--- src/rtl/lcd_timing_pkg.sv ---
// Shared timing constants, axis helpers and the registered panel payload
// for the RGB LCD timing generator.
package lcd_timing_pkg;

  localparam int unsigned DEF_CLK_DIV  = 3;
  localparam int unsigned DEF_H_ACTIVE = 480;
  localparam int unsigned DEF_H_FP     = 2;
  localparam int unsigned DEF_H_SYNC   = 41;
  localparam int unsigned DEF_H_BP     = 2;
  localparam int unsigned DEF_V_ACTIVE = 272;
  localparam int unsigned DEF_V_FP     = 2;
  localparam int unsigned DEF_V_SYNC   = 10;
  localparam int unsigned DEF_V_BP     = 2;

  function automatic int unsigned axis_total(input int unsigned active, input int unsigned fp,
                                             input int unsigned sync, input int unsigned bp);
    return active + fp + sync + bp;
  endfunction

  function automatic int unsigned cnt_width(input int unsigned total);
    return $clog2(total);
  endfunction

  typedef struct packed {
    logic [4:0] r;
    logic [5:0] g;
    logic [4:0] b;
  } rgb565_t;

  typedef struct packed {
    logic    de;
    logic    hsync;
    logic    vsync;
    rgb565_t pix;
  } lcd_out_t;

  // Blanked panel with both syncs idle (high)
  localparam lcd_out_t LCD_OUT_RST = lcd_out_t'({1'b0, 1'b1, 1'b1, 16'h0000});

endpackage

--- src/rtl/lcd_axis_counter.sv ---
// One scan axis: counts 0..TOTAL-1 on inc and decodes the active and sync regions.
module lcd_axis_counter
  import lcd_timing_pkg::*;
#(
  parameter int unsigned ACTIVE = DEF_H_ACTIVE,
  parameter int unsigned FP     = DEF_H_FP,
  parameter int unsigned SYNC   = DEF_H_SYNC,
  parameter int unsigned BP     = DEF_H_BP,
  localparam int unsigned TOTAL = axis_total(ACTIVE, FP, SYNC, BP),
  localparam int unsigned W     = cnt_width(TOTAL)
) (
  input  logic         clock,
  input  logic         reset,
  input  logic         inc,
  output logic [W-1:0] count,
  output logic         wrap,
  output logic         active,
  output logic         sync
);

  logic [W-1:0] count_q;
  logic [W-1:0] count_d;

  always_comb begin
    count_d = count_q;
    if (inc) begin
      count_d = wrap ? '0 : count_q + W'(1);
    end
  end

  always_ff @(posedge clock) begin
    if (reset) begin
      count_q <= '0;
    end else begin
      count_q <= count_d;
    end
  end

  // Region decode done at 32 bits so boundaries equal to TOTAL never overflow
  assign count  = count_q;
  assign wrap   = (32'(count_q) == TOTAL - 1);
  assign active = (32'(count_q) < ACTIVE);
  assign sync   = (32'(count_q) >= ACTIVE + FP) && (32'(count_q) < ACTIVE + FP + SYNC);

endmodule

--- src/rtl/lcd_timing_gen.sv ---
// Pixel-rate divider, H/V scan and registered panel output stage for the RGB LCD;
// presents x/y to the graphics client and registers its colour answer.
module lcd_timing_gen
  import lcd_timing_pkg::*;
#(
  parameter int unsigned CLK_DIV  = DEF_CLK_DIV,
  parameter int unsigned H_ACTIVE = DEF_H_ACTIVE,
  parameter int unsigned H_FP     = DEF_H_FP,
  parameter int unsigned H_SYNC   = DEF_H_SYNC,
  parameter int unsigned H_BP     = DEF_H_BP,
  parameter int unsigned V_ACTIVE = DEF_V_ACTIVE,
  parameter int unsigned V_FP     = DEF_V_FP,
  parameter int unsigned V_SYNC   = DEF_V_SYNC,
  parameter int unsigned V_BP     = DEF_V_BP
) (
  input  logic       clock,
  input  logic       reset,
  output logic [8:0] x,
  output logic [8:0] y,
  input  logic [4:0] red,
  input  logic [5:0] green,
  input  logic [4:0] blue,
  output logic       lcd_de,
  output logic       lcd_hsync,
  output logic       lcd_vsync,
  output logic [4:0] lcd_r,
  output logic [5:0] lcd_g,
  output logic [4:0] lcd_b,
  output logic       lcd_pclk,
  output logic       frame_start
);

  localparam int unsigned DIV_W = cnt_width(CLK_DIV);
  localparam int unsigned H_W   = cnt_width(axis_total(H_ACTIVE, H_FP, H_SYNC, H_BP));
  localparam int unsigned V_W   = cnt_width(axis_total(V_ACTIVE, V_FP, V_SYNC, V_BP));

  logic [DIV_W-1:0] div_q, div_d;
  logic             pclk_q, pclk_d;
  lcd_out_t         out_q, out_d;
  logic             pix_en;
  logic             active;

  logic [H_W-1:0] h_count;
  logic           h_wrap, h_active, h_sync;
  logic [V_W-1:0] v_count;
  logic           v_wrap, v_active, v_sync;

  assign pix_en = (div_q == DIV_W'(CLK_DIV - 1));

  // pclk is registered from the next divider value so it stays glitch-free
  always_comb begin
    div_d  = pix_en ? '0 : div_q + DIV_W'(1);
    pclk_d = (32'(div_d) >= CLK_DIV / 2);
  end

  lcd_axis_counter #(
    .ACTIVE(H_ACTIVE), .FP(H_FP), .SYNC(H_SYNC), .BP(H_BP)
  ) u_h_axis (
    .clock (clock),
    .reset (reset),
    .inc   (pix_en),
    .count (h_count),
    .wrap  (h_wrap),
    .active(h_active),
    .sync  (h_sync)
  );

  lcd_axis_counter #(
    .ACTIVE(V_ACTIVE), .FP(V_FP), .SYNC(V_SYNC), .BP(V_BP)
  ) u_v_axis (
    .clock (clock),
    .reset (reset),
    .inc   (pix_en & h_wrap),
    .count (v_count),
    .wrap  (v_wrap),
    .active(v_active),
    .sync  (v_sync)
  );

  assign active = h_active & v_active;

  // Client colour is captured at the end of the pixel window, blanked outside active
  always_comb begin
    out_d = out_q;
    if (pix_en) begin
      out_d.de    = active;
      out_d.hsync = ~h_sync;
      out_d.vsync = ~v_sync;
      out_d.pix.r = active ? red   : '0;
      out_d.pix.g = active ? green : '0;
      out_d.pix.b = active ? blue  : '0;
    end
  end

  always_ff @(posedge clock) begin
    if (reset) begin
      div_q  <= '0;
      pclk_q <= 1'b0;
      out_q  <= LCD_OUT_RST;
    end else begin
      div_q  <= div_d;
      pclk_q <= pclk_d;
      out_q  <= out_d;
    end
  end

  assign x           = h_active ? 9'(h_count) : '0;
  assign y           = v_active ? 9'(v_count) : '0;
  assign frame_start = pix_en & h_wrap & v_wrap;

  assign lcd_de    = out_q.de;
  assign lcd_hsync = out_q.hsync;
  assign lcd_vsync = out_q.vsync;
  assign lcd_r     = out_q.pix.r;
  assign lcd_g     = out_q.pix.g;
  assign lcd_b     = out_q.pix.b;
  assign lcd_pclk  = pclk_q;

endmodule
--- config.mk ---
export PLATFORM = sky130hd
export DESIGN_NAME = lcd_timing_gen
export DESIGN_NICKNAME = d
export VERILOG_FILES = /design/src/rtl/lcd_timing_pkg.sv /design/src/rtl/lcd_axis_counter.sv /design/src/rtl/lcd_timing_gen.sv
export SDC_FILE = /design/constraint.sdc
export NUM_CORES = 1
export LEC_CHECK = 0
export BUFFER_PORTS_ARGS = -buffer_cell sky130_fd_sc_hd__buf_2
export CAP_MARGIN = 20
export CORE_ASPECT_RATIO = 1.75
export CORE_MARGIN = 2
export CORE_UTILIZATION = 50
export DETAILED_ROUTE_END_ITERATION = 16
export GPL_TIMING_DRIVEN = 0
export PLACE_DENSITY = 0.8
export SLEW_MARGIN = 20
export SYNTH_ARGS = -nofsm -noshare
export SYNTH_HDL_FRONTEND = slang
export SYNTH_SLANG_ARGS = --single-unit
--- constraint.sdc ---
create_clock -name clock -period 1.8 [get_ports clock]
set_input_delay 0.36 -clock clock [delete_from_list [all_inputs] [get_ports clock]]
set_output_delay 0.36 -clock clock [all_outputs]
set_load 0.02 [all_outputs]
==> impl_metrics.yaml, run 1 <==
route:
  vias: 1828
  wire_per_inst_um: 15.46
  vias_per_cell: 5.625
  drt-pass1-iter-count: 4
  drc_errors: 0
  drt-total-wl_mm: 5.023
  drt_iter0_drc: 14
  drtAntennaViolNets: 0
power:
  leakagePower_nw: 1.145
  power_density_nw_per_um2: 704.7
  irDropWorstVdd_mv: 0.6505
layout:
  final_layout_size_suffix_gt1_share_pct: 40.86
  fin_nets: 301
  antennaDiodeCount: 0
  fin_util_pct: 72.34
  final-instance-count-excl-fill: 325
  fillCellCount: 272
  area.sequential_um2: 860.8
  areaGrowthSynthToFinish_pct: 39.40
  multi_input_area_um2: 1039
logic_synthesis:
  synth-adder-area-share_pct: 3.356
  syn_inst: 199
  synthesis.area_um2: 1864
  synthSimpleGateAreaFrac_pct: 28.79
  synthXorXnorAreaFrac_pct: 4.228
  synth_area_leaders: "dfxtp_1 (44%), a22o_1 (7.5%), and2_1 (5.0%), ha_1 (3.4%), xor2_1 (3.3%)"
  synth_most_common_cell: "dfxtp_1"
  synth_top_family_by_area: "simple AND/OR/NAND/NOR gates"
  yosysSeqAreaShare_pct: 44.03
  synth_compound_area_share_pct: 16.38
  synth_top_area_share_pct: 44.03
  synth_area_leader_cell: "dfxtp_1"
  synth_area_per_cell_um2: 9.368
  ys_top_cells_by_count: "dfxtp_1 (41), a22o_1 (16), and2_1 (15), nand2_1 (15), nor2_1 (15)"
  synth-edff-count: 0
  ys_async_sr_fraction_pct: 0
  ys_seq_elements: 41
  yosysUniqueCellTypes: 36
  muxShareOfSynthArea_pct: 0
  synthFlopType: "dfxtp_1"
  synth_nets: 222
  ys_warn_count: 0
outcome:
  status: "finished, violations left"
  violations: "negative setup slack"
timing:
  clock_skew_ps: 7.766
  rsz0062_at_grt: "true"
  setup_viol: 6
  post-route-period-util_pct: 102.6
  slew_headroom_pct: 57.05
  fin_crit_ps: 1847
  slew_viol_final: 0
  max_freq_ghz: 0.5415
  hold_slack_ps: 271.3
  hold_viol: 0
  tightest_slew_ps: 628.0
  timing.final.ws_setup_ps: -46.85
setup_path:
  cp.arrival_ps: 1490
  cp-start-kind: "register"
  startpoint: "u_v_axis.count[1]"
  critical_path_class: "reg2out"
  crit_chain: "inv_4 > ha_4 > and3_1 > nand4_1 > nor2_1 > buf_4"
  required_ps: 1440
  crit_fanout: 3
  crit_path_end_kind: "primary output"
  max_stage_delay_ps: 370
  reg2reg_from: "u_v_axis.count[1]"
  cp_slowest_cell: "dfxtp_4"
clocking:
  path_clk_slew_ps: 80
  tritoncts: "done"
  h-tree-depth: 2
  clock_latency_ps: 300
  cts.sinks: 41
  numCtsBuffers: 5
  cts-root-buf: "clkbuf_8"
  clockBufferDepth: 2
worst_hold_path:
  min_from: "red[4]"
  hold_path_class: "in2reg"
placed_design:
  dp_hpwl_mm: 3.133
  io_buffers: 56
  gp_congestion: 0.8216
  placed_cells: 301
die:
  initial_core_util_pct: 51.90
  fp-row-count: 29
  pin_count: 57
  fp.dieW_um: 50.16
  core_area_um2: 3592
  dieArea_um2: 4252
  die_y_um: 84.78
global_routing:
  gr-total-overflow: 0
  grt_pass1_vias: 1632
  grt_use_total_pct: 23.48
  grt_pass1_wl_mm: 7.534
  grt_max_degree: 13
  antenna_found_initial: 0
run:
  cap_violations: 0
==> metal layers <==
layer	part of all wire (%)	vias up	GRT usage (%)	wire length, um
met5	0	-	0	0
met4	4.9	0	12.63	247
met3	3.5	21	4.982	177
met2	54	69	42.46	2731
met1	37	857	24.21	1868
li1	-	881	-	-
==> power by group <==
part / switching (mW) / total (mW) / leakage, nW / internal (mW)
clock: 0.313 / 0.765 / 0.0585 / 0.452
sequential: 0.0131 / 0.932 / 0.342 / 0.919
combinational: 0.0771 / 0.135 / 0.745 / 0.0574
==> metrics by stage <==
stage	power, mW	setup TNS, ps	instance area (um^2)	setup slack, ps
after floorplan	1.034	0	1864	186.3
after global placement	1.084	-398.1	2202	-64.78
after detailed placement	1.085	-632.8	2202	-95.80
after CTS	1.851	0	2429	0.2053
after global routing	1.907	-636.3	2599	-118.7
final	1.831	-166.5	2599	-46.85
==> path summary, 6_finish.rpt <==
path / to / cells after the start / slack (ps)
max: frame_start / 6 / -50
min reg2reg: div_q[0] / 1 / 440
min: lcd_r[4] / 2 / 270
max reg2reg: u_v_axis.count[1] / 11 / -40
==> registers in the layout (all words and copies together), names as in the netlist <==
| name | cells |
|---|---|
| div_q | 2 |
| lcd_b | 5 |
| lcd_g | 6 |
| lcd_hsync | 1 |
| u_h_axis.count | 10 |
| lcd_vsync | 1 |
| lcd_r | 5 |
| lcd_de | 1 |
| lcd_pclk | 1 |
| u_v_axis.count | 9 |
==> cells by family (layout without fill, tap and decap cells) <==
| logic type | after synthesis | count (layout) |
|---|---|---|
| xor gates and xnor gates | 9 | 9 |
| and+or+nand+nor | 91 | 91 |
| buffers and inverters | 13 | 93 |
| DFF | 41 | 41 |
| adders and majority gates | 5 | 5 |
| AOI/OAI and AO/OA | 40 | 40 |
==> critical path, delay by kind of cell (launching register included) <==
kind,cells,cell delay (ps)
adder cells (fa/ha/maj),1,110
buffers and inverters,2,210
AND/OR/NAND/NOR,3,500
flip-flops,1,370
==> what timing repair did <==
| item | in CTS | in global routing |
|---|---|---|
| resized for setup | 22 | 37 |
| setup buffers | 9 | 7 |
| pin swaps | 4 | 10 |
| hold buffers | 0 | 0 |
| cloned | 0 | 1 |
| setup endpoints to repair | 27 | 33 |
==> final cells by class <==
class	count	area share (%)
timing repair buffer	73	17.28
sequential	41	33.12
inverter	5	0.9148
clock buffer	7	3.322
tap	46	2.215
buffer	7	2.022
multi-input combinational	145	39.96
clock inverter	1	1.156
==> cells in the final DEF, fill, tap and decap left out, types with 4 or more instances in the layout <==
| cell | Yosys | final |
|---|---|---|
| dfxtp_1 | 41 | 25 |
| clkbuf_8 | 0 | 6 |
| buf_6 | 1 | 7 |
| clkbuf_1 | 6 | 5 |
| nor2_1 | 15 | 13 |
| dfxtp_4 | 0 | 8 |
| a22o_1 | 16 | 16 |
| buf_4 | 1 | 21 |
| dfxtp_2 | 0 | 8 |
| nor3_1 | 4 | 4 |
| and3_1 | 4 | 4 |
| and2_1 | 15 | 14 |
| nand2_1 | 15 | 15 |
| nand4_1 | 8 | 8 |
| a21oi_1 | 11 | 11 |
| xor2_1 | 7 | 7 |
| o21ai_0 | 4 | 4 |
| nand3_1 | 5 | 5 |
| o31ai_1 | 4 | 4 |
| nor2b_1 | 6 | 6 |
| buf_2 | 0 | 47 |
Power figures use the tool's default switching activity.
==> run 2: changes to the inputs <==
ABC_AREA = 1   (was unset)
CORE_UTILIZATION = 52   (was 50)
PLACE_DENSITY = 0.81   (was 0.8)
REMOVE_ABC_BUFFERS = 1   (was unset)
==> run 2 against run 1 <==
  * The flow now finishes without violations
  * Sequential cell count did not move
  * Cell area rose by 0.34%
  * Register-to-register slack improved by 240 ps
  * Global-route usage fell by 0.64 points
  * Synthesized area rose by 12%
  * First-iteration DRC count rose to 4.9 times the previous value
  * Count of clock-buffer cells in the layout did not move
  * Via count rose by 18%
  * Routed wire length rose by 0.80%
  * Worst hold slack improved by 45 ps
  * Synthesized cell count rose by 52%
  * Critical endpoint is now x[2]
  * Largest cell class unchanged
  * Largest power group unchanged
  * Highest routed layer unchanged
==> impl_metrics.yaml, run 2 <==
logic_synthesis:
  synth_most_common_cell: "nand2_1"
  synthesis.area_um2: 2088
  yosysSeqAreaShare_pct: 39.30
  yosysUniqueCellTypes: 30
  ys_async_sr_fraction_pct: 0
  ys_seq_elements: 41
  ys_warn_count: 0
  synth_area_leader_cell: "dfxtp_1"
  synth_area_leaders: "dfxtp_1 (39%), nand2_1 (12%), nand3_1 (8.1%), nor2_1 (7.4%), a21oi_1 (6.7%)"
  ys_top_cells_by_count: "nand2_1 (67), dfxtp_1 (41), nor2_1 (41)"
  syn_inst: 303
  synth_top_area_share_pct: 39.30
  synth_area_per_cell_um2: 6.892
  synthFlopType: "dfxtp_1"
  synth-edff-count: 0
setup_path:
  cp.arrival_ps: 1370
  critical_path_class: "reg2out"
  reg2reg_from: "div_q[1]"
  reg2reg_slack_ps: 200
  endpoint: "x[2]"
  reg2reg_to: "u_h_axis.count[9]"
  cp-start-kind: "register"
  required_ps: 1440
  crit_fanout: 9
  rr_worst_depth: 9
  startpoint: "u_h_axis.count[7]"
  crit_path_end_kind: "primary output"
die:
  fp.dieW_um: 51.91
  pin_count: 57
  core_area_um2: 3866
  initial_core_util_pct: 54.01
  dieArea_um2: 4559
  die_y_um: 87.83
  fp-row-count: 30
layout:
  final-instance-count-excl-fill: 416
  antennaDiodeCount: 0
  final_area_um2: 2608
  final_layout_size_suffix_gt1_share_pct: 30.98
  mostFrequentLayoutCells: "nand2_1 (64), buf_2 (55), nor2_1 (39), nand3_1 (34), dfxtp_1 (32)"
  areaGrowthSynthToFinish_pct: 24.87
  largest_register_ff_count: 10
  fillCellCount: 368
  fin_nets: 390
  final_common_cell: "nand2_1"
route:
  drt-pass1-iter-count: 4
  wire_per_inst_um: 12.17
  met3WireLength_um: 222
  vias: 2152
  met1_length_mm: 1.938
  drt-total-wl_mm: 5.063
  topRoutingLayerUsed: "met4"
  drt_iter0_drc: 69
  dr_wl_met2_mm: 2.817
  drc_errors: 0
  drtAntennaViolNets: 0
  vias_per_cell: 5.173
global_routing:
  gr-total-overflow: 0
  grt_max_degree: 27
  antenna_found_initial: 0
  grt_pass1_vias: 1970
  grt_use_total_pct: 22.84
  grt_pass1_wl_mm: 8.010
power:
  irDropWorstVdd_mv: 0.7896
  power_mw: 1.893
  leakagePower_nw: 1.217
  power_density_nw_per_um2: 725.8
clocking:
  path_clk_slew_ps: 80
  tritoncts: "done"
  numCtsBuffers: 5
  clock_latency_ps: 300
  h-tree-depth: 2
  cts.sinks: 41
  cts-root-buf: "clkbuf_8"
  clockBufferDepth: 2
timing:
  slew_headroom_pct: 65.53
  slew_viol_final: 0
  post-route-period-util_pct: 96.34
  setup_viol: 0
  clock_skew_ps: 7.611
  tightest_slew_ps: 516.4
  hold_viol: 0
  max_freq_ghz: 0.5767
  fin_crit_ps: 1734
worst_hold_path:
  hold_path_class: "in2reg"
placed_design:
  io_buffers: 56
  dp_hpwl_mm: 3.438
  placed_cells: 397
  place_area_um2: 2367
  gp_congestion: 0.8367
outcome:
  status: "complete, no violations"
run:
  cap_violations: 0
run 2: changes by cell type after synthesis, sizes merged, moves of 5 or more:
cell	change
and2	-15
a22o	-16
nor2	+31
buf	+5
a21oi	+18
xor2	-7
nand3	+30
nand2	+58
nor2b	-6
inv	+33
run 2: per-layer routing:
metal | GRT usage (%) | vias to the layer above
li1 | - | 1094
met3 | 4.778 | 9
met4 | 8.852 | 0
met1 | 23.58 | 998
met5 | 0 | -
met2 | 43.15 | 51
run 2: critical path: stages (launching register included):
cell and delay [ps]:
dfxtp_1 390, inv_2 80, nor2_2 160, nand2_2 100
nand2_4 140, nor2_1 70, buf_2 160
run 2: worst min-delay path by stage:
stage / startpoint / endpoint / slack [ps] / cells past startpoint
3_5_place_dp: lcd_g[3] / lcd_g[3] / 450 / 2
4_1_cts: red[4] / lcd_r[4] / 320 / 3
6_report: red[4] / lcd_r[4] / 320 / 3
3_3_place_gp: lcd_de / lcd_de / 450 / 2
5_1_grt: blue[3] / lcd_b[3] / 330 / 3
2_1_floorplan: reset / lcd_pclk / 430 / 1
run 2: cell families after synthesis:
kind of cell               Yosys count  synth area share [%]
DFF                                 41                 39.31
and+or+nand+nor                    172                 38.77
buffers and inverters               49                 9.946
AOI/OAI and AO/OA                   36                 8.987
adders and majority gates            5                 2.996
run 2: area by class of cell:
type                            instances  area [um^2]  share of cell area, %
Tap cell                               48        60.06                  2.303
Multi-Input combinational cell        214         1091                  41.84
Clock buffer                            7        86.33                  3.311
Sequential cell                        41        832.0                  31.91
Clock inverter                          1        30.03                  1.152
Inverter                               39        146.4                  5.614
Timing Repair Buffer                   66        361.6                  13.87
run 2: where the power goes:
group          leakage (nW)  total, mW  switching (mW)  internal, mW
Clock                0.0585      0.771           0.318         0.452
Combinational         0.821      0.175           0.109        0.0660
Sequential            0.337      0.947          0.0161         0.931
run 2: metrics by stage:
step | setup TNS (ps) | setup slack (ps) | util [%] | hold slack (ps)
floorplan | 0 | 69.72 | - | 426.7
global placement | -831.2 | -288.2 | 61.23 | 450.2
detailed placement | -960.1 | -308.2 | 61.23 | 453.2
CTS | 0 | 5.281 | 66.54 | 315.7
global route | -14.43 | -7.731 | 67.44 | 330.6
finish | 0 | 65.97 | 67.44 | 316.4
run 2: repair_timing:
| action | 4_1_cts | 5_1_grt |
|---|---|---|
| hold buffers | 0 | 0 |
| pin swaps | 3 | 4 |
| resized for setup | 13 | 9 |
| buffers inserted | 7 | 3 |
| gates cloned | 1 | 0 |
| endpoints found under the setup margin | 9 | 12 |
==> run 3: changes to the inputs <==
ABC_AREA = unset   (was 1)
CORE_UTILIZATION = 50   (was 52)
PLACE_DENSITY = 0.8   (was 0.81)
==> run 3 against run 2 <==
  * Worst hold slack worse by 36 ps
  * Global-route usage down 2.0 points
  * Total power down 6.5%
  * Core utilization up 2.7 points
  * Via count down 21%
  * Sequential cell count unchanged
  * Sequential share of layout area up 1.9 points
  * Highest routed layer unchanged
  * Clock skew down 4.1 ps
  * Count of clock-buffer cells in the layout down 2
==> impl_metrics.yaml, run 3 (synthesized netlist as in run 1, its figures left out) <==
outcome:
  status: "complete, no violations"
placed_design:
  placed_cells: 293
  dp_slack_ps: -334.7
  dp_hpwl_mm: 2.939
  io_buffers: 56
  place_area_um2: 2161
  gp_congestion: 0.8013
power:
  leakagePower_nw: 1.110
  power_mw: 1.770
  irDropWorstVdd_mv: 0.6847
  power_density_nw_per_um2: 701.9
layout:
  final_area_um2: 2521
  multi_input_area_um2: 1050
  largest_register_ff_count: 10
  area.sequential_um2: 853.3
  mostFrequentLayoutCells: "buf_2 (51), dfxtp_1 (27), a22o_1 (16), nand2_1 (15), buf_4 (15)"
  final_common_cell: "buf_2"
  fillCellCount: 282
  final_layout_size_suffix_gt1_share_pct: 40.15
  fin_nets: 292
  antennaDiodeCount: 0
  final-instance-count-excl-fill: 315
  areaGrowthSynthToFinish_pct: 35.24
  fin_util_pct: 70.18
route:
  drc_errors: 0
  drt-total-wl_mm: 4.248
  drt-pass1-iter-count: 4
  drtAntennaViolNets: 0
  drt_iter0_drc: 47
  vias_per_cell: 5.371
  wire_per_inst_um: 13.49
  vias: 1692
die:
  fp.dieW_um: 50.16
  dieArea_um2: 4252
  pin_count: 57
  initial_core_util_pct: 51.90
  fp-row-count: 29
  core_area_um2: 3592
  die_y_um: 84.78
timing:
  setup_viol: 0
  post-route-period-util_pct: 99.73
  clock_skew_ps: 3.479
  hold_viol: 0
  slew_viol_final: 0
  timing.final.ws_setup_ps: 4.777
  tightest_slew_ps: 602.9
  max_freq_ghz: 0.5570
  finalSetupTns_ps: 0
  fin_crit_ps: 1795
  hold_slack_ps: 280.1
  rsz0062_at_grt: "true"
  slew_headroom_pct: 59.72
clocking:
  numCtsBuffers: 5
  path_clk_slew_ps: 70
  h-tree-depth: 2
  clock_latency_ps: 290
  cts-root-buf: "clkbuf_8"
  tritoncts: "done"
  cts.sinks: 41
  clockBufferDepth: 2
  hold_buffers: 0
run:
  cap_violations: 0
worst_hold_path:
  whs_path_depth: 2
  hold_path_class: "in2reg"
global_routing:
  grt_pass1_wl_mm: 6.955
  gr-total-overflow: 0
  antenna_found_initial: 0
  grt_max_degree: 17
  grt_pass1_vias: 1620
  grt_use_total_pct: 20.81
setup_path:
  required_ps: 1440
  crit_path_end_kind: "primary output"
  crit_fanout: 8
  critical_path_class: "reg2out"
  rr_worst_depth: 5
  cp.arrival_ps: 1440
  cp-start-kind: "register"
-- run 3: layer usage --
metal | wire length, um | vias to the layer above | track usage, %
li1 | - | 854 | -
met1 | 1728 | 776 | 23.93
met2 | 2193 | 56 | 35.29
met3 | 255 | 6 | 4.448
met4 | 71 | 0 | 10.61
met5 | 0 | - | 0
-- run 3: final timing paths --
path         slack [ps]           endpoint               from
min                 280           lcd_r[4]             red[4]
min reg2reg         470             lcd_de             lcd_de
max                   5        frame_start  u_v_axis.count[3]
max reg2reg         120  u_v_axis.count[4]  u_h_axis.count[6]
-- run 3: what timing repair did --
action / CTS / global route
pin swaps: 6 / 8
setup buffers: 6 / 9
gates resized for setup: 24 / 22
endpoints found under the setup margin: 38 / 39
-- run 3: area by class of cell --
| cell class | count | share of cell area [%] |
|---|---|---|
| clock inverter | 2 | 1.390 |
| multi-input combinational | 145 | 41.64 |
| sequential | 41 | 33.85 |
| inverter | 5 | 0.9429 |
| clock buffer | 5 | 2.730 |
| timing repair buffer | 71 | 17.17 |
| tap | 46 | 2.283 |
-- run 3: critical path, stage by stage (launching register included) --
cell	delay (ps)
dfxtp_1	480
and3_4	230
nand4_1	140
nor2_1	150
buf_4	150
-- run 3: power breakdown --
group / total, mW / internal (mW) / switching, mW
clock: 0.705 / 0.403 / 0.302
combinational: 0.130 / 0.0558 / 0.0738
sequential: 0.935 / 0.921 / 0.0142
